===== src/rtl/rnd_serve.sv =====
// Bounded serve-position generator: rejection-samples the free-running LFSR word
// at STRIDE-cycle spacing and falls back to mid-field after MAX_TRIES misses.
module rnd_serve #(
  parameter int RND_W     = 16,
  parameter int Y_W       = 10,
  parameter int Y_MIN     = 16,
  parameter int Y_MAX     = 463,
  parameter int STRIDE    = 4,
  parameter int MAX_TRIES = 8
) (
  input  logic             clk_i,
  input  logic             rst_i,
  input  logic [RND_W-1:0] rnd_num_i,
  input  logic             serve_req_i,
  output logic             busy_o,
  output logic             valid_o,
  output logic [Y_W-1:0]   ball_y_o,
  output logic             dir_x_o,
  output logic             dir_y_o,
  output logic             fallback_o
);

  localparam int SC_W = (STRIDE > 1) ? $clog2(STRIDE) : 1;
  localparam int TR_W = (MAX_TRIES > 1) ? $clog2(MAX_TRIES) : 1;

  localparam logic [SC_W-1:0] STRIDE_LAST = SC_W'(STRIDE - 1);
  localparam logic [TR_W-1:0] TRIES_LAST  = TR_W'(MAX_TRIES - 1);
  localparam logic [Y_W-1:0]  Y_LO        = Y_W'(Y_MIN);
  localparam logic [Y_W-1:0]  Y_HI        = Y_W'(Y_MAX);
  // Midpoint sum carries one extra bit so it cannot overflow before the halving.
  localparam logic [Y_W:0]    MID_SUM     = {1'b0, Y_LO} + {1'b0, Y_HI};
  localparam logic [Y_W-1:0]  Y_MID       = MID_SUM[Y_W:1];

  typedef enum logic [0:0] {
    ST_IDLE   = 1'b0,
    ST_SAMPLE = 1'b1
  } state_t;

  state_t          state_r, state_s;
  logic [SC_W-1:0] stride_r, stride_s, stride_wrap_s;
  logic [TR_W-1:0] tries_r, tries_s;
  logic [Y_W-1:0]  cand_s;
  logic            in_range_s;
  logic            load_s;
  logic            fb_s;
  logic            unused_s;

  // Only the low Y_W bits and the top two bits of the LFSR word carry meaning.
  assign unused_s = ^rnd_num_i;

  // Candidate extraction, range test and stride wrap
  always_comb begin
    cand_s     = rnd_num_i[Y_W-1:0];
    in_range_s = (cand_s >= Y_LO) && (cand_s <= Y_HI);
    if (stride_r == STRIDE_LAST) begin
      stride_wrap_s = '0;
    end else begin
      stride_wrap_s = stride_r + SC_W'(1);
    end
  end

  // Next-state, counter and result-load decode
  always_comb begin
    state_s  = state_r;
    stride_s = stride_r;
    tries_s  = tries_r;
    load_s   = 1'b0;
    fb_s     = 1'b0;
    case (state_r)
      ST_IDLE: begin
        if (serve_req_i) begin
          state_s  = ST_SAMPLE;
          stride_s = '0;
          tries_s  = '0;
        end else begin
          state_s  = ST_IDLE;
        end
      end
      ST_SAMPLE: begin
        stride_s = stride_wrap_s;
        if (stride_r == '0) begin
          if (in_range_s) begin
            load_s  = 1'b1;
            state_s = ST_IDLE;
          end else if (tries_r == TRIES_LAST) begin
            load_s  = 1'b1;
            fb_s    = 1'b1;
            state_s = ST_IDLE;
          end else begin
            tries_s = tries_r + TR_W'(1);
          end
        end else begin
          tries_s = tries_r;
        end
      end
      default: begin
        state_s  = ST_IDLE;
        stride_s = '0;
        tries_s  = '0;
      end
    endcase
  end

  // FSM state and counter registers
  always_ff @(posedge clk_i) begin
    if (rst_i) begin
      state_r  <= ST_IDLE;
      stride_r <= '0;
      tries_r  <= '0;
    end else begin
      state_r  <= state_s;
      stride_r <= stride_s;
      tries_r  <= tries_s;
    end
  end

  // Registered outputs; result fields only move when a result is loaded
  always_ff @(posedge clk_i) begin
    if (rst_i) begin
      busy_o     <= 1'b0;
      valid_o    <= 1'b0;
      ball_y_o   <= '0;
      dir_x_o    <= 1'b0;
      dir_y_o    <= 1'b0;
      fallback_o <= 1'b0;
    end else begin
      busy_o  <= (state_s == ST_SAMPLE);
      valid_o <= load_s;
      if (load_s) begin
        ball_y_o   <= fb_s ? Y_MID : cand_s;
        dir_x_o    <= rnd_num_i[RND_W-1];
        dir_y_o    <= rnd_num_i[RND_W-2];
        fallback_o <= fb_s;
      end
    end
  end

endmodule


===== config.mk =====
export PLATFORM = sky130hd
export DESIGN_NAME = rnd_serve
export DESIGN_NICKNAME = d
export VERILOG_FILES = /design/src/rtl/rnd_serve.sv
export SDC_FILE = /design/constraint.sdc
export NUM_CORES = 1
export LEC_CHECK = 0
export CORE_MARGIN = 4
export CORE_UTILIZATION = 25
export CTS_BUF_LIST = sky130_fd_sc_hd__clkbuf_4 sky130_fd_sc_hd__clkbuf_8
export DETAILED_ROUTE_END_ITERATION = 16
export MAX_ROUTING_LAYER = met4
export REMOVE_ABC_BUFFERS = 1
export SLEW_MARGIN = 20
export SYNTH_ARGS = -nofsm -noshare
export SYNTH_HDL_FRONTEND = slang
export SYNTH_SLANG_ARGS = --single-unit

===== constraint.sdc =====
create_clock -name clk_i -period 1.42 [get_ports clk_i]
set_input_delay 0.142 -clock clk_i [delete_from_list [all_inputs] [get_ports clk_i]]
set_output_delay 0.142 -clock clk_i [all_outputs]
set_load 0.01 [all_outputs]

# Yosys cells after proc, flatten, opt, wreduce, memory -nomap -nowiden
# Cells that the tools add are included.
# word_totals
in_bits	19
register_bits	20
# classes
order_cmp	2
bitwise_logic	1
n_reduce_logical	3
muxes	21
n_eq_ne	6
addsub	2
# ops
op	n
two-way mux 3 bit	4
two-way mux 1 bit	11
greater-or-equal comparator 10 x 5 -> 1 bit, second input constant	1
<= comparator 10 x 9 -> 1 bit, second input constant	1
two-way mux 10 bit	1
!= test 2 bit, second input constant	3
case mux 3 bit (2 select lines)	1
two-way mux 2 bit	2
case mux 2 bit (2 select lines)	1
AND reduction 4 bit	1
adder 3 x 1 -> 3 bit, second input constant	1
equality test 3 bit, second input constant	1
adder 2 x 1 -> 2 bit, second input constant	1
equality test 2 bit, second input constant	1
logical NOT 2 bit	1
!= test 2 x 1 -> 1 bit, second input constant	1
case mux 1 bit (2 select lines)	1
logical AND 1 bit	1
inverter 1 bit	1

# Depth between registers and ports, before layout
# Gate-level depths: netlist of run 1.
# depth
depth_word	6
depth_mapped	7
mapped_depth_nobuf	6

# Worst setup path before layout of run 1
# Ideal clock, no wire load.
# synth_path
path_kind	reg-to-reg
from	reg stride_r[0]
to	reg dir_x_o
required_time_ns	1.274
path_stages_with_launch	8
setup_time_ns	0.146
setup_slack_ns	-0.125
t_arrival_ns	1.399
n_path_buf	1
path_cell_list	dfxtp_1 -> inv_1 -> ha_1 -> nand2_1 -> clkbuf_1 -> nor3_1 -> a31oi_1 -> o311ai_0
# synth_via
elab_chain_len	3
# synth_lines
element	line_no	source
start, declared	40	logic [SC_W-1:0] stride_r, stride_s, stride_wrap_s;
start signal, assigned	112	stride_r <= stride_s;
logical NOT 2 bit	81	if (stride_r == '0) begin
two-way mux 1 bit	81	
two-way mux 1 bit	69	case (state_r)
end signal, assigned	131	dir_x_o <= rnd_num_i[RND_W-1];
end, declared	18	output logic dir_x_o,
# Every way passes these cells.
# A chain may end at the register's enable or synchronous reset.

# Worst setup path in the final report of run 1
# layout_path
from	reg tries_r[0]
to	reg dir_x_o
# layout_via
elab_chain_len	5
# layout_lines
element	line_no	source
start, declared	41	logic [TR_W-1:0] tries_r, tries_s;
start signal, assigned	113	tries_r <= tries_s;
equality test 3 bit	85	end else if (tries_r == TRIES_LAST) begin
two-way mux 1 bit	85	
two-way mux 1 bit	82	if (in_range_s) begin
two-way mux 1 bit	81	
two-way mux 1 bit	69	
# Every way passes these cells.

==> flow_metrics.tcl, run 1 <==
set metrics [dict create \
    status "finished, final reports clean" \
    grt_first_pass_wirelength_mm 4.13 \
    critPathCaptureType "flip-flop" \
    cp.arrival_ns 1.49 \
    finalSetupViolations 0 \
    slowest_stage "dfxtp_2" \
    drt_iter0_drc 36 \
    m1WireLength_mm 1.01 \
    slew_headroom_pct 81.9 \
    grt_pass1_vias 893 \
    clock_path_buffers 2 \
    leakagePower_nw 0.567 \
    finalNonFillerCells 184 \
    vdd_ir_drop_max_mv 0.453 \
    yosysTopAreaCell "dfxtp_1" \
    holdBufCountCts 0 \
    slew_viol_final 0 \
    clk_latency_ns 0.26 \
    avgSynthCellArea_sq_um 9.97 \
    cp_top_family "flip-flops" \
    finish.utilization_pct 45.3 \
    max_freq_mhz 739 \
    cts_tree "built" \
    wl_mm 2.59 \
    maxCapViolCount 0 \
    synth_edf_count 0 \
    yosys.area.top_type_share_pct 43.7 \
    clock-sinks 20 \
    nets 162 \
    worstPathRequired_ns 1.55 \
    fin_crit_sh_pct 95.2 \
    start_util_pct 26.6 \
    cp_max_fo 4 \
    place.gp.congestion 0.734 \
    num_rows 21 \
    layout_common_cells "clkdlybuf4s50_1 (23), dfxtp_1 (17), buf_4 (16)" \
    worstMarginPinSlew_ns 0.271 \
    wl_met3_microns 155 \
    path_cells "ha_4, ha_4, buf_4, nand2_1, nor3_1, a31oi_1, o311ai_2" \
    final_common_cell "clkdlybuf4s50_1" \
    path_buf_inv 1 \
    synth_seq_area_share_pct 43.7 \
    cp-start-kind "flip-flop" \
    ys_ff_latch 20 \
    avgRoutedWirePerCell_microns 14.0 \
    drive_gt1_share_pct 32.6 \
    syn_to_final_growth_pct 70.0 \
    via_per_inst 4.83 \
    dpl_cell_area_sq_um 1350 \
    hpwl_mm 1.84 \
    p_total_mw 1.48 \
    dr.pass1.iters 4 \
    htreeDepth 1 \
    yosys-top-cells-area "dfxtp_1 (44%), o221a_1 (8.6%), ha_1 (5.5%), nand2_1 (4.9%), o311ai_0 (3.8%)" \
    grt-ovfl-total 0 \
    cp_slowest_stage_delay_ns 0.34 \
    numCtsBuffers 3 \
    port_buffers 29 \
    syn_inst 92 \
    drc 0 \
    ys_types 26 \
    vias 889 \
    hold_viol_final 0 \
    fin_skew_ns 0.00481 \
    whs_ns 0.215 \
    dr.max_layer_used "met4" \
    crit_top_cell "ha_4" \
    n_antenna_cell 0 \
    ys.flop_type "dfxtp_1" \
    path_class "flip-flop to flip-flop" \
    wl_met2_mm 1.40 \
    ys_warn_count 0 \
    die_x_microns 68.6 \
    antenna_found_initial 0 \
    grt_max_degree 13 \
    place_inst 176 \
    io_pins 34 \
    async_flop_share_pct 0 \
    root_buffer "clkbuf_8" \
    min_path_type "primary input to flip-flop" \
    syn_area_sq_um 917 \
    antenna_left 0 \
    die_height_microns 68.6 \
    p_per_area_nw_per_um2 949 \
    stdcell_area_sq_um 1560 \
    grt.total_usage_pct 12.0 \
    path_clk_slew_ns 0.07 \
    coreArea_sq_um 3440 \
    period_minus_slack_ns 1.35 \
    die-area_sq_um 4700 \
]
## synth_stat cells, types with 2 or more instances
cell type,number
clkbuf_1,4
o311ai_0,4
a31oi_1,3
inv_1,6
nor3_1,5
ha_1,4
nand2_1,12
nor2_1,3
nand3_1,2
o221a_1,7
nand4_1,4
a21oi_1,3
mux2i_1,3
dfxtp_1,20
## sequential cells by signal (all words and copies together), names as in the netlist
register,flops
busy_o,1
dir_y_o,1
stride_r,2
tries_r,3
valid_o,1
ball_y_o,10
dir_x_o,1
fallback_o,1
## stage by stage
| step | setup TNS [ns] | worst slack [ns] |
|---|---|---|
| after global routing | -0.0452 | -0.0233 |
| after global placement | -6.63 | -0.437 |
| after detailed placement | -7.26 | -0.486 |
| after CTS | 0 | 0.0171 |
| after floorplan | 0 | 0.00586 |
| final | 0 | 0.0675 |
## power by group
| group | switching, mW | internal (mW) | leakage [nW] |
|---|---|---|---|
| clock | 0.192 | 0.376 | 0.0357 |
| combinational | 0.136 | 0.160 | 0.367 |
| sequential | 0.0229 | 0.592 | 0.164 |
## worst register-to-register path, cell delays in order (launching register included)
cell and delay [ns]:
dfxtp_2 0.34, ha_4 0.16, ha_4 0.18, buf_4 0.14, nand2_1 0.06, nor3_1 0.04, a31oi_1 0.18, o311ai_2 0.13
## repair_timing
| action | in CTS | in global routing |
|---|---|---|
| cloned | 1 | 0 |
| endpoints found under the setup margin | 19 | 15 |
| pin swaps | 4 | 5 |
| resized for setup | 26 | 12 |
| setup buffers | 0 | 4 |
## metal layers
layer	GRT usage [%]	up-vias
li1	-	442
met1	12.6	420
met2	22.4	23
met3	2.59	4
met4	2.98	0
met5	-	-
## worst paths after layout
path / startpoint / endpoint / slack [ns] / depth (start not counted)
max: tries_r[0]$_SDFFE_PP0P_ / dir_x_o$_SDFFE_PP0P_ / 0.07 / 7
max reg2reg: tries_r[0]$_SDFFE_PP0P_ / dir_x_o$_SDFFE_PP0P_ / 0.07 / 7
min: rnd_num_i[8] / ball_y_o[8]$_SDFFE_PP0P_ / 0.22 / 3
min reg2reg: ball_y_o[9]$_SDFFE_PP0P_ / ball_y_o[9]$_SDFFE_PP0P_ / 0.48 / 1
## cells by family after synthesis
group / Yosys count / share of synthesized area [%]
multiplexers: 3 / 3.27
AND/OR/NAND/NOR: 32 / 19.1
buffers and inverters: 11 / 4.64
flip-flops: 20 / 43.7
AO/OA/AOI/OAI: 22 / 23.9
adder cells (fa/ha/maj): 4 / 5.46
## area by class of cell
type	count	area [sq um]
clock inverters	1	30.0
well taps	46	57.6
repair buffers	46	412
multi-input cells	62	588
inverters	6	26.3
fillers	322	1880
clock buffers	3	41.3
flip-flops and latches	20	404
Note: power is estimated with default switching activity, not from simulation.
==> run 2, diff against run 1 <==
HOLD_SLACK_MARGIN = 0.15   (was unset)
SLEW_MARGIN = 10   (was 20)
==> results of run 2 <==
Final layout, timing and power as in run 1 (identical DEF).
==> run 3, diff against run 2 <==
==> constraint.sdc (replaced) <==
create_clock -name clk_i -period 1.42 [get_ports clk_i]
set_input_delay 0.284 -clock clk_i [delete_from_list [all_inputs] [get_ports clk_i]]
set_output_delay 0.284 -clock clk_i [all_outputs]
set_load 0.01 [all_outputs]
==> run 3 against run 2 <==
The flow now finishes with violations (negative setup slack). Register-to-register slack about the same. Clock skew down 0.00094 ns. Routed wire length up 1.1%. Critical endpoint is now ball_y_o[5]$_SDFFE_PP0P_. Highest routed layer unchanged.
==> flow_metrics.tcl, run 3 (synthesis gave the netlist of run 1 again) <==
set metrics [dict create \
    io_pins 34 \
    antenna_left 0 \
    leakagePower_nw 0.713 \
    worstMarginPinSlew_ns 0.240 \
    switching_share_pct 23.7 \
    die_x_microns 68.6 \
    largest_register_ff_count 10 \
    dr.pass1.iters 4 \
    grt_pass1_vias 876 \
    vdd_ir_drop_max_mv 0.446 \
    die_height_microns 68.6 \
    cp_max_fo 5 \
    setup_tns_ns -0.269 \
    clkPwrFrac_pct 38.4 \
    fin_crit_sh_pct 103 \
    hold_viol_final 0 \
    maxCapViolCount 0 \
    grt_first_pass_wirelength_mm 3.76 \
    critPathCaptureType "flip-flop" \
    antenna_found_initial 0 \
    drt_iter0_drc 56 \
    path_clk_slew_ns 0.08 \
    wl_mm 2.61 \
    p_per_area_nw_per_um2 937 \
    slew_headroom_pct 83.9 \
    die-area_sq_um 4700 \
    p_switching_uw 348 \
    stdcell_area_sq_um 1570 \
    reg.largest.list "ball_y_o: 10 flops, tries_r: 3 flops, stride_r: 2 flops" \
    grt-ovfl-total 0 \
    coreArea_sq_um 3440 \
    regArea_sq_um 403 \
    dpl_cell_area_sq_um 1370 \
    violations "negative setup slack" \
    pwr-share-seq_pct 41.8 \
    multi_input_area_sq_um 551 \
    period_minus_slack_ns 1.46 \
    slew_viol_final 0 \
    drc 0 \
    drive_gt1_share_pct 30.7 \
    comb_power_share_pct 19.9 \
    syn_to_final_growth_pct 71.1 \
    cts_tree "built" \
    n_antenna_cell 0 \
    p_total_mw 1.47 \
    num_rows 21 \
    status "finished with violations" \
    port_buffers 29 \
    worstPathRequired_ns 1.57 \
    avgRoutedWirePerCell_microns 14.1 \
    via_per_inst 4.92 \
    layout_setup_ws_ns -0.0378 \
    grt.total_usage_pct 10.8 \
    nets 164 \
    fin_skew_ns 0.00387 \
    layout_common_cells "dfxtp_1 (18), buf_4 (13), nand2_1 (11)" \
    grt_max_degree 14 \
    htreeDepth 1 \
    clk_latency_ns 0.25 \
    nFillCells 319 \
    place.gp.congestion 0.717 \
    cp.arrival_ns 1.61 \
    max_freq_mhz 686 \
    finalSetupViolations 9 \
    path_class "primary input to flip-flop" \
    clock_path_buffers 2 \
    cp-start-kind "primary input" \
    start_util_pct 26.6 \
    numCtsBuffers 3 \
    root_buffer "clkbuf_8" \
    clock-sinks 20 \
    final_common_cell "dfxtp_1" \
    min_path_type "primary input to flip-flop" \
    rsz0062_at_grt "true" \
    hpwl_mm 1.80 \
    top_register "ball_y_o" \
    finish.utilization_pct 45.6 \
    p_int_mw 1.12 \
    vias 915 \
]
==> run 3: worst max-delay path, cell delays in order <==
cell and delay (ns):
buf_6 0.09, or3_4 0.39, buf_6 0.13, o311ai_4 0.21, buf_6 0.17, a21oi_4 0.08, o221a_1 0.26
==> run 3: worst paths after layout <==
kind | slack (ns) | end | startpoint | cells past startpoint
max | -0.04 | ball_y_o[5]$_SDFFE_PP0P_ | rnd_num_i[6] | 7
min | 0.39 | ball_y_o[8]$_SDFFE_PP0P_ | rnd_num_i[8] | 3
max reg2reg | 0.06 | dir_y_o$_SDFFE_PP0P_ | stride_r[1]$_SDFFE_PP0P_ | 6
min reg2reg | 0.47 | tries_r[1]$_SDFFE_PP0P_ | tries_r[1]$_SDFFE_PP0P_ | 2
==> run 3: power by group through the flow <==
| stage | Sequential (mW) | Clock [mW] | Combinational (mW) |
|---|---|---|---|
| after floorplan | 0.637 | 0 | 0.0907 |
| after global placement | 0.625 | 0 | 0.258 |
| after detailed placement | 0.626 | 0 | 0.263 |
| after CTS | 0.613 | 0.574 | 0.265 |
| after global routing | 0.618 | 0.598 | 0.314 |
| final | 0.614 | 0.564 | 0.292 |
==> run 3: metrics by stage <==
stage               hold WS, ns  cells  setup WS [ns]
floorplan                 0.356     87         -0.126
global placement          0.447    177         -0.577
detailed placement        0.459    177         -0.645
CTS                       0.381    183        -0.0595
global route              0.409    186        -0.0789
finish                    0.392    186        -0.0378
==> run 3: final cells by class <==
class / instances / share of cell area (%)
well taps: 46 / 3.67
clock inverters: 1 / 1.91
multi-input cells: 62 / 35.1
flip-flops and latches: 20 / 25.7
repair buffers: 48 / 29.6
clock buffers: 3 / 2.63
inverters: 6 / 1.44
==> run 3: repair_timing <==
| action | CTS | global route |
|---|---|---|
| endpoints found under the setup margin | 26 | 23 |
| setup buffers | 2 | 2 |
| gates cloned | 0 | 1 |
| pin swaps | 3 | 5 |
| hold buffers | 0 | 0 |
| resized for setup | 31 | 21 |
==> run 3: per-layer routing <==
metal / up-vias / wire length (microns) / track usage (%)
li1: 453 / - / -
met1: 435 / 1070 / 10.9
met2: 23 / 1360 / 20.6
met3: 4 / 140 / 1.78
met4: 0 / 39 / 3.72
met5: - / 0 / -
